File: src/rtl/mcpu5_sequencer_if.sv
// Host and core-side signal bundle for the MCPU5plus sequencer.
// master = host/core side, slave = sequencer.
interface mcpu5_sequencer_if #(
  parameter int PROG_AW = 6,
  parameter int CNT_W   = 16
);
  logic               load_valid;
  logic [PROG_AW-1:0] load_addr;
  logic [5:0]         load_data;
  logic               load_ready;
  logic               start;
  logic               stop;
  logic               step;
  logic               bp_en;
  logic [7:0]         bp_addr;
  logic               cpu_clk;
  logic               cpu_rst;
  logic [5:0]         cpu_inst;
  logic [7:0]         cpu_data;
  logic [7:0]         out_data;
  logic               out_valid;
  logic               running;
  logic               halted;
  logic [CNT_W-1:0]   cycle_count;

  modport master (
    output load_valid, load_addr, load_data, start, stop, step, bp_en, bp_addr, cpu_data,
    input  load_ready, cpu_clk, cpu_rst, cpu_inst, out_data, out_valid, running, halted,
           cycle_count
  );

  modport slave (
    input  load_valid, load_addr, load_data, start, stop, step, bp_en, bp_addr, cpu_data,
    output load_ready, cpu_clk, cpu_rst, cpu_inst, out_data, out_valid, running, halted,
           cycle_count
  );
endinterface

File: src/rtl/mcpu5_sequencer.sv
// Sequencer for one MCPU5plus core: half-rate core clock/reset, local program RAM,
// OUT capture and host run/stop/step/breakpoint control.
module mcpu5_sequencer #(
  parameter int PROG_AW = 6,
  parameter int CNT_W   = 16
) (
  input logic              clk,
  input logic              rst,
  mcpu5_sequencer_if.slave bus
);
  // state | meaning
  // IDLE  | core held in reset, program loadable
  // RSTA  | core clock low, reset asserted
  // RSTB  | core clock high, rising edge resets the core
  // FETCH | core clock high, cpu_data is PC, instruction looked up
  // EXEC  | core clock low, cpu_data is accu, cpu_inst held for the next rising edge
  // HALT  | core clock held high, core state frozen, program loadable
  localparam logic [2:0] IDLE  = 3'd0;
  localparam logic [2:0] RSTA  = 3'd1;
  localparam logic [2:0] RSTB  = 3'd2;
  localparam logic [2:0] FETCH = 3'd3;
  localparam logic [2:0] EXEC  = 3'd4;
  localparam logic [2:0] HALT  = 3'd5;

  localparam logic [5:0] OP_OUT = 6'b111011;

  logic [2:0] state;
  logic [2:0] state_nxt;
  logic       stop_pend;
  logic       step_pend;
  logic       step_done;
  logic       bp_skip;
  logic       bp_hit;
  logic [5:0] prog_mem [2**PROG_AW];

  assign bp_hit = bus.bp_en && (bus.cpu_data == bus.bp_addr) && !bp_skip;

  always_comb begin
    state_nxt = state;
    case (state)
      IDLE:    if (bus.start) state_nxt = RSTA;
      RSTA:    state_nxt = RSTB;
      RSTB:    state_nxt = FETCH;
      FETCH:   state_nxt = (stop_pend || bp_hit || (step_pend && step_done)) ? HALT : EXEC;
      EXEC:    state_nxt = FETCH;
      HALT:    if (bus.start || bus.step) state_nxt = FETCH;
      default: state_nxt = IDLE;
    endcase
  end

  // load_ready is only high in IDLE/HALT, so a write never races the fetch read
  always_ff @(posedge clk) begin
    if (bus.load_valid && bus.load_ready) prog_mem[bus.load_addr] <= bus.load_data;
  end

  always_ff @(posedge clk) begin
    if (!rst) begin
      state           <= IDLE;
      bus.cpu_clk     <= 1'b0;
      bus.cpu_rst     <= 1'b1;
      bus.cpu_inst    <= '0;
      bus.out_data    <= '0;
      bus.out_valid   <= 1'b0;
      bus.cycle_count <= '0;
      bus.load_ready  <= 1'b1;
      bus.running     <= 1'b0;
      bus.halted      <= 1'b0;
      stop_pend       <= 1'b0;
      step_pend       <= 1'b0;
      step_done       <= 1'b0;
      bp_skip         <= 1'b0;
    end else begin
      state          <= state_nxt;
      bus.cpu_clk    <= (state_nxt == RSTB) || (state_nxt == FETCH) || (state_nxt == HALT);
      bus.cpu_rst    <= (state_nxt == IDLE) || (state_nxt == RSTA) || (state_nxt == RSTB);
      bus.load_ready <= (state_nxt == IDLE) || (state_nxt == HALT);
      bus.running    <= (state_nxt == FETCH) || (state_nxt == EXEC);
      bus.halted     <= (state_nxt == HALT);
      bus.out_valid  <= 1'b0;

      if (bus.stop && ((state == FETCH) || (state == EXEC))) stop_pend <= 1'b1;

      case (state)
        IDLE: if (bus.start) bus.cycle_count <= '0;
        RSTA: bus.cycle_count <= '0;
        FETCH: begin
          // any halt satisfies a pending stop or step
          if (state_nxt == HALT) begin
            stop_pend <= 1'b0;
            step_pend <= 1'b0;
            step_done <= 1'b0;
          end else begin
            bus.cpu_inst <= prog_mem[bus.cpu_data[PROG_AW-1:0]];
          end
        end
        EXEC: begin
          if (bus.cpu_inst == OP_OUT) begin
            bus.out_data  <= bus.cpu_data;
            bus.out_valid <= 1'b1;
          end
          if (bus.cycle_count != '1) bus.cycle_count <= bus.cycle_count + CNT_W'(1);
          bp_skip <= 1'b0;
          if (step_pend) step_done <= 1'b1;
        end
        HALT: begin
          if (bus.start) begin
            bp_skip   <= 1'b1;
            step_pend <= 1'b0;
            step_done <= 1'b0;
          end else if (bus.step) begin
            bp_skip   <= 1'b1;
            step_pend <= 1'b1;
            step_done <= 1'b0;
          end
        end
        default: ;
      endcase
    end
  end
endmodule

File: src/flat_wrapper.sv
// flat-port wrapper written by rule: the top's interface ports become plain ports
module mcpu5_sequencer_flat 
#(
  parameter int PROG_AW = 6,
  parameter int CNT_W   = 16
)
  (clk, rst, bus_load_valid, bus_load_addr, bus_load_data, bus_start, bus_stop, bus_step, bus_bp_en, bus_bp_addr, bus_cpu_data, bus_load_ready, bus_cpu_clk, bus_cpu_rst, bus_cpu_inst, bus_out_data, bus_out_valid, bus_running, bus_halted, bus_cycle_count);
  mcpu5_sequencer_if #(.PROG_AW(PROG_AW), .CNT_W(CNT_W)) bus_i ();
  input logic clk;
  input logic rst;
  input wire logic [$bits(bus_i.load_valid)-1:0] bus_load_valid;
  input wire logic [$bits(bus_i.load_addr)-1:0] bus_load_addr;
  input wire logic [$bits(bus_i.load_data)-1:0] bus_load_data;
  input wire logic [$bits(bus_i.start)-1:0] bus_start;
  input wire logic [$bits(bus_i.stop)-1:0] bus_stop;
  input wire logic [$bits(bus_i.step)-1:0] bus_step;
  input wire logic [$bits(bus_i.bp_en)-1:0] bus_bp_en;
  input wire logic [$bits(bus_i.bp_addr)-1:0] bus_bp_addr;
  input wire logic [$bits(bus_i.cpu_data)-1:0] bus_cpu_data;
  output wire logic [$bits(bus_i.load_ready)-1:0] bus_load_ready;
  output wire logic [$bits(bus_i.cpu_clk)-1:0] bus_cpu_clk;
  output wire logic [$bits(bus_i.cpu_rst)-1:0] bus_cpu_rst;
  output wire logic [$bits(bus_i.cpu_inst)-1:0] bus_cpu_inst;
  output wire logic [$bits(bus_i.out_data)-1:0] bus_out_data;
  output wire logic [$bits(bus_i.out_valid)-1:0] bus_out_valid;
  output wire logic [$bits(bus_i.running)-1:0] bus_running;
  output wire logic [$bits(bus_i.halted)-1:0] bus_halted;
  output wire logic [$bits(bus_i.cycle_count)-1:0] bus_cycle_count;
  assign bus_i.load_valid = bus_load_valid;
  assign bus_i.load_addr = bus_load_addr;
  assign bus_i.load_data = bus_load_data;
  assign bus_i.start = bus_start;
  assign bus_i.stop = bus_stop;
  assign bus_i.step = bus_step;
  assign bus_i.bp_en = bus_bp_en;
  assign bus_i.bp_addr = bus_bp_addr;
  assign bus_i.cpu_data = bus_cpu_data;
  assign bus_load_ready = bus_i.load_ready;
  assign bus_cpu_clk = bus_i.cpu_clk;
  assign bus_cpu_rst = bus_i.cpu_rst;
  assign bus_cpu_inst = bus_i.cpu_inst;
  assign bus_out_data = bus_i.out_data;
  assign bus_out_valid = bus_i.out_valid;
  assign bus_running = bus_i.running;
  assign bus_halted = bus_i.halted;
  assign bus_cycle_count = bus_i.cycle_count;
  mcpu5_sequencer #(.PROG_AW(PROG_AW), .CNT_W(CNT_W)) u_core (.clk(clk), .rst(rst), .bus(bus_i));
endmodule
File: config.mk
export PLATFORM = sky130hd
export DESIGN_NAME = mcpu5_sequencer_flat
export DESIGN_NICKNAME = d
export VERILOG_FILES = /design/src/rtl/mcpu5_sequencer_if.sv /design/src/rtl/mcpu5_sequencer.sv /design/src/flat_wrapper.sv
export SDC_FILE = /design/constraint.sdc
export NUM_CORES = 1
export LEC_CHECK = 0
export CORE_ASPECT_RATIO = 1.25
export CORE_UTILIZATION = 55
export DETAILED_ROUTE_END_ITERATION = 10
export PLACE_DENSITY = 0.73
export SLEW_MARGIN = 25
export SYNTH_ARGS = -nofsm -noshare
export SYNTH_HDL_FRONTEND = slang
export SYNTH_SLANG_ARGS = --single-unit
export TNS_END_PERCENT = 10
File: constraint.sdc
create_clock -name clk -period 2.2 [get_ports clk]
set_input_delay 0.44 -clock clk [delete_from_list [all_inputs] [get_ports clk]]
set_output_delay 0.44 -clock clk [all_outputs]
set_load 0.03 [all_outputs]
======== After elaboration in Yosys (flattened, before gate mapping) ========
Memory sizes are Yosys's and may differ from the RTL's. A register that Yosys moved wholly into a read port is not among the register bits.
Index checks and enable logic that the tools add are counted.
storage, ports and cells
  register bits ........................... 37
  bits of input ports ..................... 35
  logic and storage cells ................. 88
  bits in latches ......................... 0
  bits in writable memories ............... 384
  memories ................................ 1
  ROM bits ................................ 0
memory list
  name             depth  width  read ports  clocked after memory_dff  wr ports  RTL line               text
  u_core.prog_mem  64     6      1           1                         1         mcpu5_sequencer.sv:34  logic [5:0] prog_mem [2**PROG_AW];
operators by class
  $add $sub $neg .......................... 1
  reductions and logical operators ........ 31
  shifts and indexed selects .............. 0
  multiplexer cells ....................... 23
  $mul .................................... 0
  bitwise gates (word level) .............. 1
  eq/ne operators ......................... 18
  div/mod/pow operators ................... 0
  magnitude comparators ................... 0
operator list
  operator               number
  $pmux 16 s3            1
  $mux 16                2
  $add 16x1->16 const B  1
  $ne 16x16->1 const B   1
  $pmux 3 s5             1
  $mux 1                 14
  $eq 3x2->1 const B     4
  $eq 3x3->1 const B     4
  $logic_or 1x1->1       10
  $eq 8x8->1             1
  $reduce_and 2->1       4
  $eq 3x1->1 const B     2
  $eq 6x6->1 const B     1
  $logic_not 3->1        2
  $mux 3                 2
  $reduce_and 3->1       2
  $reduce_bool 3->1      2
  $logic_and 1x1->1      5
  $ne 2x1->1 const B     2
  $ne 2x2->1 const B     2
  $pmux 1 s2             2
  $reduce_and 4->1       1
  $reduce_bool 2->1      2
  $ne 3x3->1 const B     1
  4 further kinds        5

======== Logic depth before layout (Yosys ltp) ========
Gate-level depths: netlist of the first run.
  depth after elaboration ................. 10
  mapped depth ............................ 10
  mapped depth without buffers ............ 7

======== Worst setup path before layout of the first run ========
OpenSTA, ideal clock, no wires.
  path type ............................... input to register
  start ................................... input bus_cpu_data[1]
  end ..................................... register u_core.bus.cpu_inst[3] (read register of u_core.prog_mem)
  path buffers ............................ 1
  cell stages on the path ................. 5
  setup time .............................. 0.125 ns
  arrival time ............................ 1.844 ns
  path slack .............................. 0.231 ns
  cell sequence ........................... buf_2 mux4_2 mux4_2 nand3_1 a31oi_1
between the ends
  cells in the longest elaborated chain, start to end .. 10
RTL lines
  element                            RTL line                  text
  start: declaration                 flat_wrapper.sv:19        input wire logic [$bits(bus_i.cpu_data)-1:0] bus_cpu_data;
  $eq 8x8->1                         mcpu5_sequencer.sv:36     assign bp_hit = bus.bp_en && (bus.cpu_data == bus.bp_addr) && !bp_skip;
  $logic_and 1x1->1 (2 in series)    mcpu5_sequencer.sv:36
  $logic_or 1x1->1 (2 in series)     mcpu5_sequencer.sv:44     FETCH: state_nxt = (stop_pend || bp_hit || (step_pend && step_done)) ? HALT : EXEC;
  $mux 1                             mcpu5_sequencer.sv:44
  $pmux 3 s5                         mcpu5_sequencer.sv:40     case (state)
  $eq 3x3->1                         mcpu5_sequencer.sv:88     if (state_nxt == HALT) begin
  $not 1->1 (no source line)         --
  $reduce_and 2->1 (no source line)  --
  end: declaration                   mcpu5_sequencer_if.sv:34  output load_ready, cpu_clk, cpu_rst, cpu_inst, out_data, out_valid, running, halted,
Parallel ways exist; a longest one is shown, timed or not.
A chain may end at the register's enable or synchronous reset.

======== Worst setup path in the final report of the first run ========
  start ................................... register u_core.bus.cpu_inst[2] (read register of u_core.prog_mem)
  end ..................................... output bus_cpu_inst[2]
RTL lines
  element           RTL line            text
  end: declaration  flat_wrapper.sv:23  output wire logic [$bits(bus_i.cpu_inst)-1:0] bus_cpu_inst;
No word-level cell between the ends.

==> impl_metrics.json, run 1 <==
{
  "final_cells": 1655,
  "synth_cells": 987,
  "avgSynthCellArea_um2": 17.3,
  "clk_root_buffer_cell": "clkbuf_16",
  "rsz0062_at_grt": "no",
  "path_delay_family": "buffers and inverters",
  "core_area_um2": 30400,
  "grt_pass1_wl_mm": 58.9,
  "clock_latency_ns": 0.54,
  "cts_tree": "built",
  "worstSetupStartpointType": "register",
  "p_per_area_nw_per_um2": 805,
  "syn_nets": 1023,
  "final_cell_mix": "384 x edfxtp_1, 155 x buf_4, 106 x nor2_1",
  "final_core_util": 0.682,
  "tightest_slew_ns": 0.546,
  "ant_nets": 0,
  "num_vias": 9747,
  "maxCapViolCount": 0,
  "area_growth_pct": 21.2,
  "clock-sinks": 427,
  "dpl.hpwl_mm": 26.2,
  "grt_pass1_vias": 9863,
  "holdPathStages": 1,
  "hold_buffers": 0,
  "grt_max_degree": 65,
  "io_buffers": 70,
  "drtIter0Drc": 1051,
  "hold_class": "in -> reg",
  "netlist_area_um2": 17100,
  "peakVddDrop_uv": 623,
  "r2r_cells": 4,
  "grt_antenna_before_repair": 0,
  "dp_slack_ns": -0.405,
  "htreeDepth": 2,
  "cpPeakStageDelay_ns": 0.72,
  "end_kind": "output pin",
  "place_inst": 1580,
  "period_share": 0.973,
  "drc": 0,
  "leakage_nw": 7.02,
  "critical_path_arrival_ns": 1.70,
  "required_ns": 1.76,
  "crit_type": "reg -> out",
  "ys.warnings.count": 0,
  "clk_path_buf_depth": 3,
  "wirelength_mm": 38.7,
  "crit_buf_inv": 1,
  "drive_gt1_frac": 0.255,
  "yosysSeqAreaShare": 0.725,
  "place_area_um2": 19400,
  "synth_edf_count": 384,
  "die_w_um": 160,
  "finalSetupViolations": 0,
  "fin_ws_ns": 0.0587,
  "path_cells": "clkdlybuf4s50_1",
  "grt_util_all_layers": 0.252,
  "slowest_stage": "clkdlybuf4s50_1",
  "final_common_cell": "edfxtp_1",
  "dominantRegCellSynth": "edfxtp_1",
  "vias_per_cell": 5.89,
  "nNetsFinal": 1259,
  "cp_num_cells": 1,
  "first_pass_iters": 5,
  "wl_per_cell_um": 23.4,
  "cp_max_fo": 3,
  "start_util": 0.563,
  "synth-seq-cells": 427,
  "dieArea_um2": 31800,
  "grt_overflow_total": 0,
  "clk_pin_slew_worst_paths_ns": 0.07,
  "num_rows": 71,
  "slew_headroom": 0.636,
  "fp.dieH_um": 199,
  "drv_slew": 0,
  "clock_skew_ns": 0.00969,
  "ys_async_sr_fraction": 0,
  "fmax_ghz": 0.467,
  "num_antenna_cells": 0,
  "period_needed_ns": 2.14,
  "pin_count": 71,
  "outcome": "finished clean",
  "nFillCells": 2025,
  "hold_viol": 0,
  "routabilityCongestion": 0.907,
  "cts_buffers": 42,
  "ys_types": 53,
  "design_area_um2": 20700
}
==> where the power goes <==
group	leakage [nW]	total [mW]	internal (mW)	switching, mW
clock	0.624	6.72	3.85	2.87
sequential	3.80	8.89	8.87	0.0226
combinational	2.60	1.06	0.464	0.592
total	7.02	16.7	13.2	3.49
==> cells by family after synthesis <==
group	after synthesis	share of synthesized area
AOI/OAI and AO/OA	96	0.0364
xor gates and xnor gates	22	0.0113
adders and majority gates	1	0.000732
buffers and inverters	56	0.0209
DFF	427	0.725
muxes	149	0.141
and+or+nand+nor	236	0.0650
==> cells in the mapped netlist, drive strengths merged, types with 2 or more instances <==
master	number	area, um^2
o21ai	20	104
nor2	106	398
mux2i	71	711
nand3b	5	37.5
or3b	3	26.3
clkbuf	17	63.8
o22ai	3	18.8
a21oi	22	110
nor4	2	12.5
nand2	35	131
a22o	2	17.5
edfxtp	384	11500
mux4	73	1650
nand3	27	135
and2b	2	15.0
inv	6	22.5
xor2	8	70.1
a31oi	8	50.1
buf	32	267
nand2b	2	12.5
nor3	9	45.0
a221oi	2	17.5
and3	3	18.8
dfxtp	43	861
a22oi	29	218
nand4	12	75.1
mux2	5	56.3
nor2b	12	75.1
or3	4	25.0
and2	7	43.8
xnor2	14	123
o31ai	3	27.5
nor3b	5	42.5
==> registers in the layout, summed over array words and instances (netlist names) <==
register / cells
u_core.prog_mem: 384
u_core.bus.cpu_inst: 6
u_core.bus.halted: 1
u_core.bp_skip: 1
u_core.bus.out_data: 8
u_core.bus.cpu_clk: 1
u_core.state: 3
u_core.bus.cycle_count: 16
u_core.bus.running: 1
u_core.stop_pend: 1
u_core.step_done: 1
u_core.bus.cpu_rst: 1
u_core.bus.out_valid: 1
u_core.bus.load_ready: 1
u_core.step_pend: 1
==> per-layer routing <==
metal  GRT usage  wire (um)  vias up
met3      0.0328       2260       87
met1       0.318      14800     4914
li1            -          -     4357
met4       0.107       1480        0
met2       0.442      20100      389
met5           0          0        -
==> cell type report <==
class                   count  area [um^2]  share of cell area
flip-flops and latches    427        12400               0.598
multi-input cells         504         4360               0.210
clock buffers              54         1130              0.0544
repair buffers            241         2160               0.104
clock inverters            21          156             0.00755
inverters                   7         26.3             0.00127
well taps                 401          502              0.0242
==> stage by stage <==
stage / hold WS, ns / power, mW / TNS, ns
2_1_floorplan: 0.431 / 9.61 / 0
3_3_place_gp: 0.437 / 10.1 / -4.11
6_report: 0.380 / 16.7 / 0
3_5_place_dp: 0.446 / 10.1 / -4.95
5_1_grt: 0.376 / 17.1 / 0
4_1_cts: 0.375 / 16.8 / 0
==> worst paths after layout <==
kind,startpoint,to,slack (ns)
max,u_core.bus.cpu_inst[2],bus_cpu_inst[2],0.06
min,bus_load_data[2],u_core.prog_mem[6][2],0.38
max reg2reg,u_core.prog_mem[53][4],u_core.bus.cpu_inst[4],0.29
min reg2reg,u_core.bp_skip,u_core.bp_skip,0.45
==> repair_timing <==
action | CTS | global route
buffers inserted | 0 | 0
endpoints found under the setup margin | 0 | 2
gates resized for setup | 0 | 3
Power figures use the tool's default switching activity.
==> inputs of run 2 (changes only) <==
- CORE_UTILIZATION: 55 -> 40
- CTS_CLUSTER_DIAMETER: not set -> 100
- PLACE_DENSITY: 0.73 -> not set
==> run 2 against run 1 <==
Compared with the run above:
- worst hold slack better by 0.019 ns
- cell count up 9.7%
- core utilization decreased by 18 points
- count of clock-buffer cells in the layout increased by 1
- critical path type unchanged
- largest cell class unchanged
==> impl_metrics.json, run 2 (synthesis gave the netlist of run 1 again) <==
{
  "outcome": "finished clean",
  "grt_overflow_total": 0,
  "grt_util_all_layers": 0.187,
  "clk_path_buf_depth": 3,
  "wirelength_mm": 39.9,
  "met2_length_mm": 21.0,
  "vias_per_cell": 5.25,
  "clk_pin_slew_worst_paths_ns": 0.06,
  "maxCapViolCount": 0,
  "required_ns": 1.76,
  "grt_pass1_wl_mm": 60.8,
  "grt_pass1_vias": 9836,
  "hold_viol": 0,
  "start_util": 0.406,
  "hold_buffers": 0,
  "final_cells": 1815,
  "cts_tree": "built",
  "nNetsFinal": 1264,
  "drive_gt1_frac": 0.260,
  "final_core_util": 0.499,
  "dieArea_um2": 43600,
  "ant_nets": 0,
  "cts_buffers": 41,
  "period_share": 0.962,
  "clk_root_buffer_cell": "clkbuf_16",
  "clock-sinks": 427,
  "worstSetupStartpointType": "register",
  "rsz0062_at_grt": "no",
  "holdWs_ns": 0.399,
  "period_needed_ns": 2.12,
  "crit_type": "reg -> out",
  "grt_max_degree": 65,
  "peakVddDrop_uv": 436,
  "largest_register_ffs": 384,
  "final_common_cell": "edfxtp_1",
  "p_per_area_nw_per_um2": 798,
  "num_vias": 9532,
  "top_register": "u_core.prog_mem",
  "final_cell_mix": "384 x edfxtp_1, 155 x buf_4, 106 x nor2_1",
  "wl_per_cell_um": 22.0,
  "clock_latency_ns": 0.53,
  "hold_class": "in -> reg",
  "routabilityCongestion": 0.817,
  "die_w_um": 187,
  "num_rows": 84,
  "slew_headroom": 0.598,
  "fin_ws_ns": 0.0843,
  "dpl.hpwl_mm": 26.9,
  "first_pass_iters": 4,
  "drv_slew": 0,
  "pin_count": 71,
  "area_growth_pct": 23.0,
  "dp_slack_ns": -0.386,
  "num_antenna_cells": 0,
  "finalSetupViolations": 0,
  "fp.dieH_um": 233,
  "ctsResizeCount": 0,
  "fmax_ghz": 0.473,
  "drc": 0,
  "top_layer_used": "met4",
  "drtIter0Drc": 667,
  "io_buffers": 70,
  "htreeDepth": 2,
  "leakage_nw": 7.09,
  "cts_setup_buffers": 0,
  "core_area_um2": 42100,
  "place_inst": 1744,
  "grt_antenna_before_repair": 0,
  "reg_top3": "u_core.prog_mem (384), u_core.bus.cycle_count (16), u_core.bus.out_data (8)",
  "end_kind": "output pin",
  "drt-met1-wl_mm": 16.3,
  "clock_skew_ns": 0.00856,
  "wl_met3_mm": 1.86,
  "critical_path_arrival_ns": 1.68,
  "tightest_slew_ns": 0.604,
  "cp_max_fo": 6
}
[run 2: changes by cell type in the layout (fill, tap and decap cells not counted), sizes merged]
cell,change
buf,+6
clkbuf,+1
bufinv,+2
clkinv,-6
inv,-1
[run 2: cell type report]
cell class / count / area (um^2)
clock buffers: 55 / 1100
flip-flops and latches: 427 / 12400
repair buffers: 247 / 2280
inverters: 7 / 26.3
clock inverters: 16 / 180
well taps: 559 / 699
fillers: 3458 / 21100
multi-input cells: 504 / 4360
[run 2: report_power, final]
group / total (mW) / switching (mW) / internal, mW
Sequential: 8.89 / 0.0204 / 8.87
Combinational: 1.10 / 0.614 / 0.485
Clock: 6.80 / 2.83 / 3.97
[run 2: path summary, 6_finish.rpt]
check / start / endpoint / slack [ns] / cells after the start
max: u_core.bus.cycle_count[4] / bus_cycle_count[4] / 0.08 / 2
min: bus_load_data[0] / u_core.prog_mem[37][0] / 0.40 / 1
max reg2reg: u_core.prog_mem[55][4] / u_core.bus.cpu_inst[4] / 0.26 / 5
min reg2reg: u_core.bp_skip / u_core.bp_skip / 0.47 / 2
[run 2: routing by layer]
metal,track usage,vias to the layer above
met3,0.0240,58
met5,0,-
met1,0.235,4862
met2,0.338,228
li1,-,4384
met4,0.0556,0
[run 2: critical path, cell delays in order (launching register included)]
cell and delay [ns]:
dfxtp_1 0.34, buf_4 0.14, clkdlybuf4s50_1 0.67
[run 2: per-stage QoR]
| step | TNS, ns | power, mW | area [um^2] |
|---|---|---|---|
| after global placement | -10.55 | 10.2 | 19800 |
| final | 0 | 16.8 | 21000 |
| after global routing | 0 | 17.3 | 21000 |
| after floorplan | 0 | 9.61 | 17100 |
| after CTS | 0 | 16.9 | 21000 |
| after detailed placement | -12.02 | 10.2 | 19800 |
==> edit 1: new RTL, settings of run 2 <==
`CNT_W` is set to 16 in 3 places; all go to 24.
--- a/src/rtl/mcpu5_sequencer_if.sv
+++ b/src/rtl/mcpu5_sequencer_if.sv
@@ -3,5 +3,5 @@
 interface mcpu5_sequencer_if #(
   parameter int PROG_AW = 6,
-  parameter int CNT_W   = 16
+  parameter int CNT_W   = 24
 );
   logic               load_valid;
--- a/src/rtl/mcpu5_sequencer.sv
+++ b/src/rtl/mcpu5_sequencer.sv
@@ -3,5 +3,5 @@
 module mcpu5_sequencer #(
   parameter int PROG_AW = 6,
-  parameter int CNT_W   = 16
+  parameter int CNT_W   = 24
 ) (
   input logic              clk,
--- a/src/flat_wrapper.sv
+++ b/src/flat_wrapper.sv
@@ -3,5 +3,5 @@
 #(
   parameter int PROG_AW = 6,
-  parameter int CNT_W   = 16
+  parameter int CNT_W   = 24
 )
   (clk, rst, bus_load_valid, bus_load_addr, bus_load_data, bus_start, bus_stop, bus_step, bus_bp_en, bus_bp_addr, bus_cpu_data, bus_load_ready, bus_cpu_clk, bus_cpu_rst, bus_cpu_inst, bus_out_data, bus_out_valid, bus_running, bus_halted, bus_cycle_count);
Ports: changed (resized bus_cycle_count); port bits go from 71 to 79. No check against the original RTL was run, so the function may have changed too.
==> edit 1 against run 2 <==
  * Critical path depth down 1
  * Cell area up 3.6%
  * Power increased by 3.8%
  * Global-route usage is 0.32 points higher
  * Largest power group unchanged
  * Clock skew up 0.0060 ns
  * Critical endpoint is now bus_cpu_inst[5]
  * Count of clock-buffer cells in the layout rose by 2
  * Synthesized area grew 3.2%
  * Wire length rose by 5.7%
  * Sequential cell count is 8 higher
  * Setup slack worse by 0.048 ns
==> edit 1: results (changes against run 2) <==
{| class="wikitable"
! Metric !! Value
|-
| Outcome || completed
|-
| Post-placement worst setup slack || -0.411 ns (-0.0251 ns)
|-
| Stage delay of the slowest cell on the critical path || 0.72 ns (+0.05 ns)
|-
| Largest regs || u_core.prog_mem: 384 flops, u_core.bus.cycle_count: 24 flops, u_core.bus.out_data: 8 flops
|-
| Net total in the final layout || 1343 (+6.3%)
|-
| Share of layout cells above drive strength 1 || 22.8% (-3.1 points)
|-
| Number of distinct standard cells referenced by the synthesized netlist || 55 (+3.8%)
|-
| Clock latency of the later-clocked register in the worst-skew pair || 0.56 ns (+0.03 ns)
|-
| Slew at the pin closest to its max-slew limit || 0.764 ns (+0.161 ns)
|-
| Initial DRT Pass Iterations || 5 (+1)
|-
| Half-perimeter wire length after detailed placement || 28900 µm (+7.7%)
|-
| Adder-Cell Fraction of Synth Area || 0.0709% (-0.0023 points)
|-
| Global-route wire length before repair || 63700 µm (+4.7%)
|-
| Share of the clock period used by the worst path after layout || 98.4% (+2.2 points)
|-
| Detailed-route vias per instance || 5.31 (+1.1%)
|-
| Sequential area share after synthesis || 71.1% (-1.4 points)
|-
| Leakage Power || 7.48 nW (+5.5%)
|-
| Leading post-synthesis cells by instance count || 384 x sky130_fd_sc_hd__edfxtp_1, 115 x sky130_fd_sc_hd__nor2_1, 99 x sky130_fd_sc_hd__mux2i_1, 51 x sky130_fd_sc_hd__dfxtp_1, 40 x sky130_fd_sc_hd__mux4_2
|-
| Worst Path Arrival || 1.72 ns (+0.04 ns)
|-
| Cells taking the most area after synthesis || sky130_fd_sc_hd__edfxtp_1 65%, sky130_fd_sc_hd__dfxtp_1 5.8%, sky130_fd_sc_hd__mux2i_1 5.6%, sky130_fd_sc_hd__mux4_2 5.1%, sky130_fd_sc_hd__mux4_1 3.0%
|-
| Maximum resistive drop on vdd || 513 µV (+18%)
|-
| Final estimated routing congestion in global placement || 0.887 (+8.6%)
|-
| Placed Instances || 1826 (+4.7%)
|-
| Comb. pwr || 1.18 mW (+7%)
|-
| Proportion of power drawn by flip-flops and latches || 51.9% (-1.0 points)
|}
-- edit 1: final timing paths --
path / from / to / cells after the start
max: u_core.bus.cpu_inst[5] / bus_cpu_inst[5] / 1
min: bus_load_data[3] / u_core.prog_mem[60][3] / 2
max reg2reg: u_core.prog_mem[34][4] / u_core.bus.cpu_inst[4] / 6
min reg2reg: u_core.bp_skip / u_core.bp_skip / 2
-- edit 1: metal layers --
layer,routed length [µm],track usage [%]
met1,18100,25.3
met2,20700,31.8
met5,0,0
met3,2240,3.02
met4,1210,6.35
-- edit 1: cell type report --
class / instances / area, µm²
Fill cell: 3608 / 21500
Sequential cell: 435 / 12600
Multi-Input combinational cell: 566 / 4730
Timing Repair Buffer: 257 / 2420
Clock buffer: 57 / 1160
Tap cell: 565 / 707
Clock inverter: 23 / 218
Inverter: 3 / 11.3
-- edit 1: repair_timing --
item / in CTS / in global routing
hold endpoints to repair: 0 / 0
setup endpoints to repair: 0 / 13
resized for setup: 0 / 4
setup buffers: 0 / 0
==> edit 2: new RTL, settings of run 2 <==
Made on the original files. Reset style: asynchronous (`rst`), changed in one clocked block.
--- a/src/rtl/mcpu5_sequencer.sv
+++ b/src/rtl/mcpu5_sequencer.sv
@@ -54,5 +54,5 @@
   end
 
-  always_ff @(posedge clk) begin
+  always_ff @(posedge clk or negedge rst) begin
     if (!rst) begin
       state           <= IDLE;
Behaviour: not the same (a bounded check fails within 4 cycles, from zero or initial values and one cycle with rst low).
==> edit 2 against run 2 <==
  * Wire length fell by 2.0%
  * Synthesized area rose by 1.3%
  * Synthesized cell count fell by 3.4%
  * Critical path type unchanged
  * Cell area rose by 0.83%
  * Via count fell by 0.29%
  * Sequential cell count did not move
  * Largest cell class unchanged
  * Setup slack got worse by 0.052 ns
Power is not compared: it rests on default switching activity, and its combinational part moved more than twofold at a synthesized area within 25%.
==> edit 2: results (changes against run 2) <==
{| class="wikitable"
! Metric !! Value
|-
| Adder-Cell Fraction of Synth Area || 0.0723% (-0.00091 points)
|-
| DP Area || 0.0199 mm² (+0.88%)
|-
| Logic inverters || 3 (-4)
|-
| Post-DR wirelength/cell || 21.9 µm (-0.36%)
|-
| Share of synthesized area spent on multiplexers || 13.8% (-0.33 points)
|-
| Total nets after synthesis || 989 (-3.3%)
|-
| Antenna violations before repair || 1 (+1)
|-
| FFs w/ async S/R, synth || 10.1% (+10 points)
|-
| Cells taking the most area after synthesis || sky130_fd_sc_hd__edfxtp_1 67%, sky130_fd_sc_hd__mux4_2 10%, sky130_fd_sc_hd__dfrtp_1 5.9%, sky130_fd_sc_hd__mux2_2 2.1%, sky130_fd_sc_hd__nor2_1 2.0%
|-
| Via count of the first global-routing pass || 9901 (+0.66%)
|-
| Half-perimeter wire length after detailed placement || 26800 µm (about the same)
|-
| Worst Path Arrival || 1.73 ns (+0.05 ns)
|-
| Die Area || 0.0441 mm² (+1.2%)
|-
| Outcome || completed
|-
| Final estimated routing congestion in global placement || 0.832 (+1.8%)
|-
| Worst reg-to-reg path cell count || 4 (-1)
|-
| Sequential area share after synthesis || 72.8% (+0.36 points)
|-
| Fraction of standard cell area that is sequential || 59.4% (+0.54 points)
|-
| Compound-gate portion of the synthesized area || 5.14% (+1.5 points)
|-
| Number of DRC markers after the initial detailed-route iteration || 654 (-1.9%)
|-
| Leading post-synthesis cells by instance count || 384 x sky130_fd_sc_hd__edfxtp_1, 94 x sky130_fd_sc_hd__nor2_1, 78 x sky130_fd_sc_hd__mux4_2, 41 x sky130_fd_sc_hd__dfrtp_1, 32 x sky130_fd_sc_hd__mux2_2
|-
| Number of distinct standard cells referenced by the synthesized netlist || 56 (+5.7%)
|-
| All-layer global routing usage || 17.9% (-0.86 points)
|-
| Net total in the final layout || 1230 (-2.7%)
|-
| Area occupied by multi-input gates || 0.00434 mm² (-0.60%)
|-
| Slew at the pin closest to its max-slew limit || 0.822 ns (+0.218 ns)
|-
| Global-route wire length before repair || 59400 µm (-2.3%)
|}
-- edit 2: changes by cell type after synthesis, sizes merged, moves of 8 or more --
cell	change
o22ai	+9
nor2	-12
o21ai	+8
and3	+10
a21oi	-12
dfxtp	-43
dfrtp	+41
nand3	-15
a22oi	-11
a22o	+18
nand4	-8
mux2i	-44
nand2b	+8
mux2	+27
-- edit 2: stage by stage --
stage | TNS [ns] | util, % | instances
2_1_floorplan | 0 | - | 953
3_3_place_gp | -7.42 | 47.1 | 1708
3_5_place_dp | -8.82 | 47.1 | 1708
4_1_cts | 0 | 50.1 | 1785
5_1_grt | 0 | 50.1 | 1785
6_report | 0 | 50.1 | 1785
-- edit 2: per-layer routing --
layer  track usage [%]  share of wire, %
met1              23.0                42
met2              30.4                50
met3              3.02               4.5
met4              6.50               3.2
met5                 0             0.033
-- edit 2: power by group through the flow --
stage / registers [mW] / clock network, mW / logic (mW)
after detailed placement: 9.35 / 0 / 2.34
after global placement: 9.35 / 0 / 2.32
after floorplan: 9.55 / 0 / 1.09
after CTS: 9.18 / 6.91 / 2.35
final: 9.19 / 6.75 / 2.34
after global routing: 9.20 / 7.20 / 2.52
-- edit 2: worst paths after layout --
check / end / slack [ns] / from
min: u_core.stop_pend / 0.001 / rst
max reg2reg: u_core.bus.out_data[7] / 0.28 / u_core.state[1]
max in group asynchronous: u_core.bus.cpu_inst[4] / 1.61 / rst
max: bus_load_ready / 0.03 / u_core.bus.load_ready
min reg2reg: u_core.bus.out_data[2] / 0.51 / u_core.bus.out_data[2]
min in group clk: u_core.bus.out_data[4] / 0.30 / bus_cpu_data[4]
-- edit 2: what timing repair did --
action | CTS | global route
endpoints found under the setup margin | 1 | 2
resized for setup | 1 | 2
pin swaps | 0 | 0
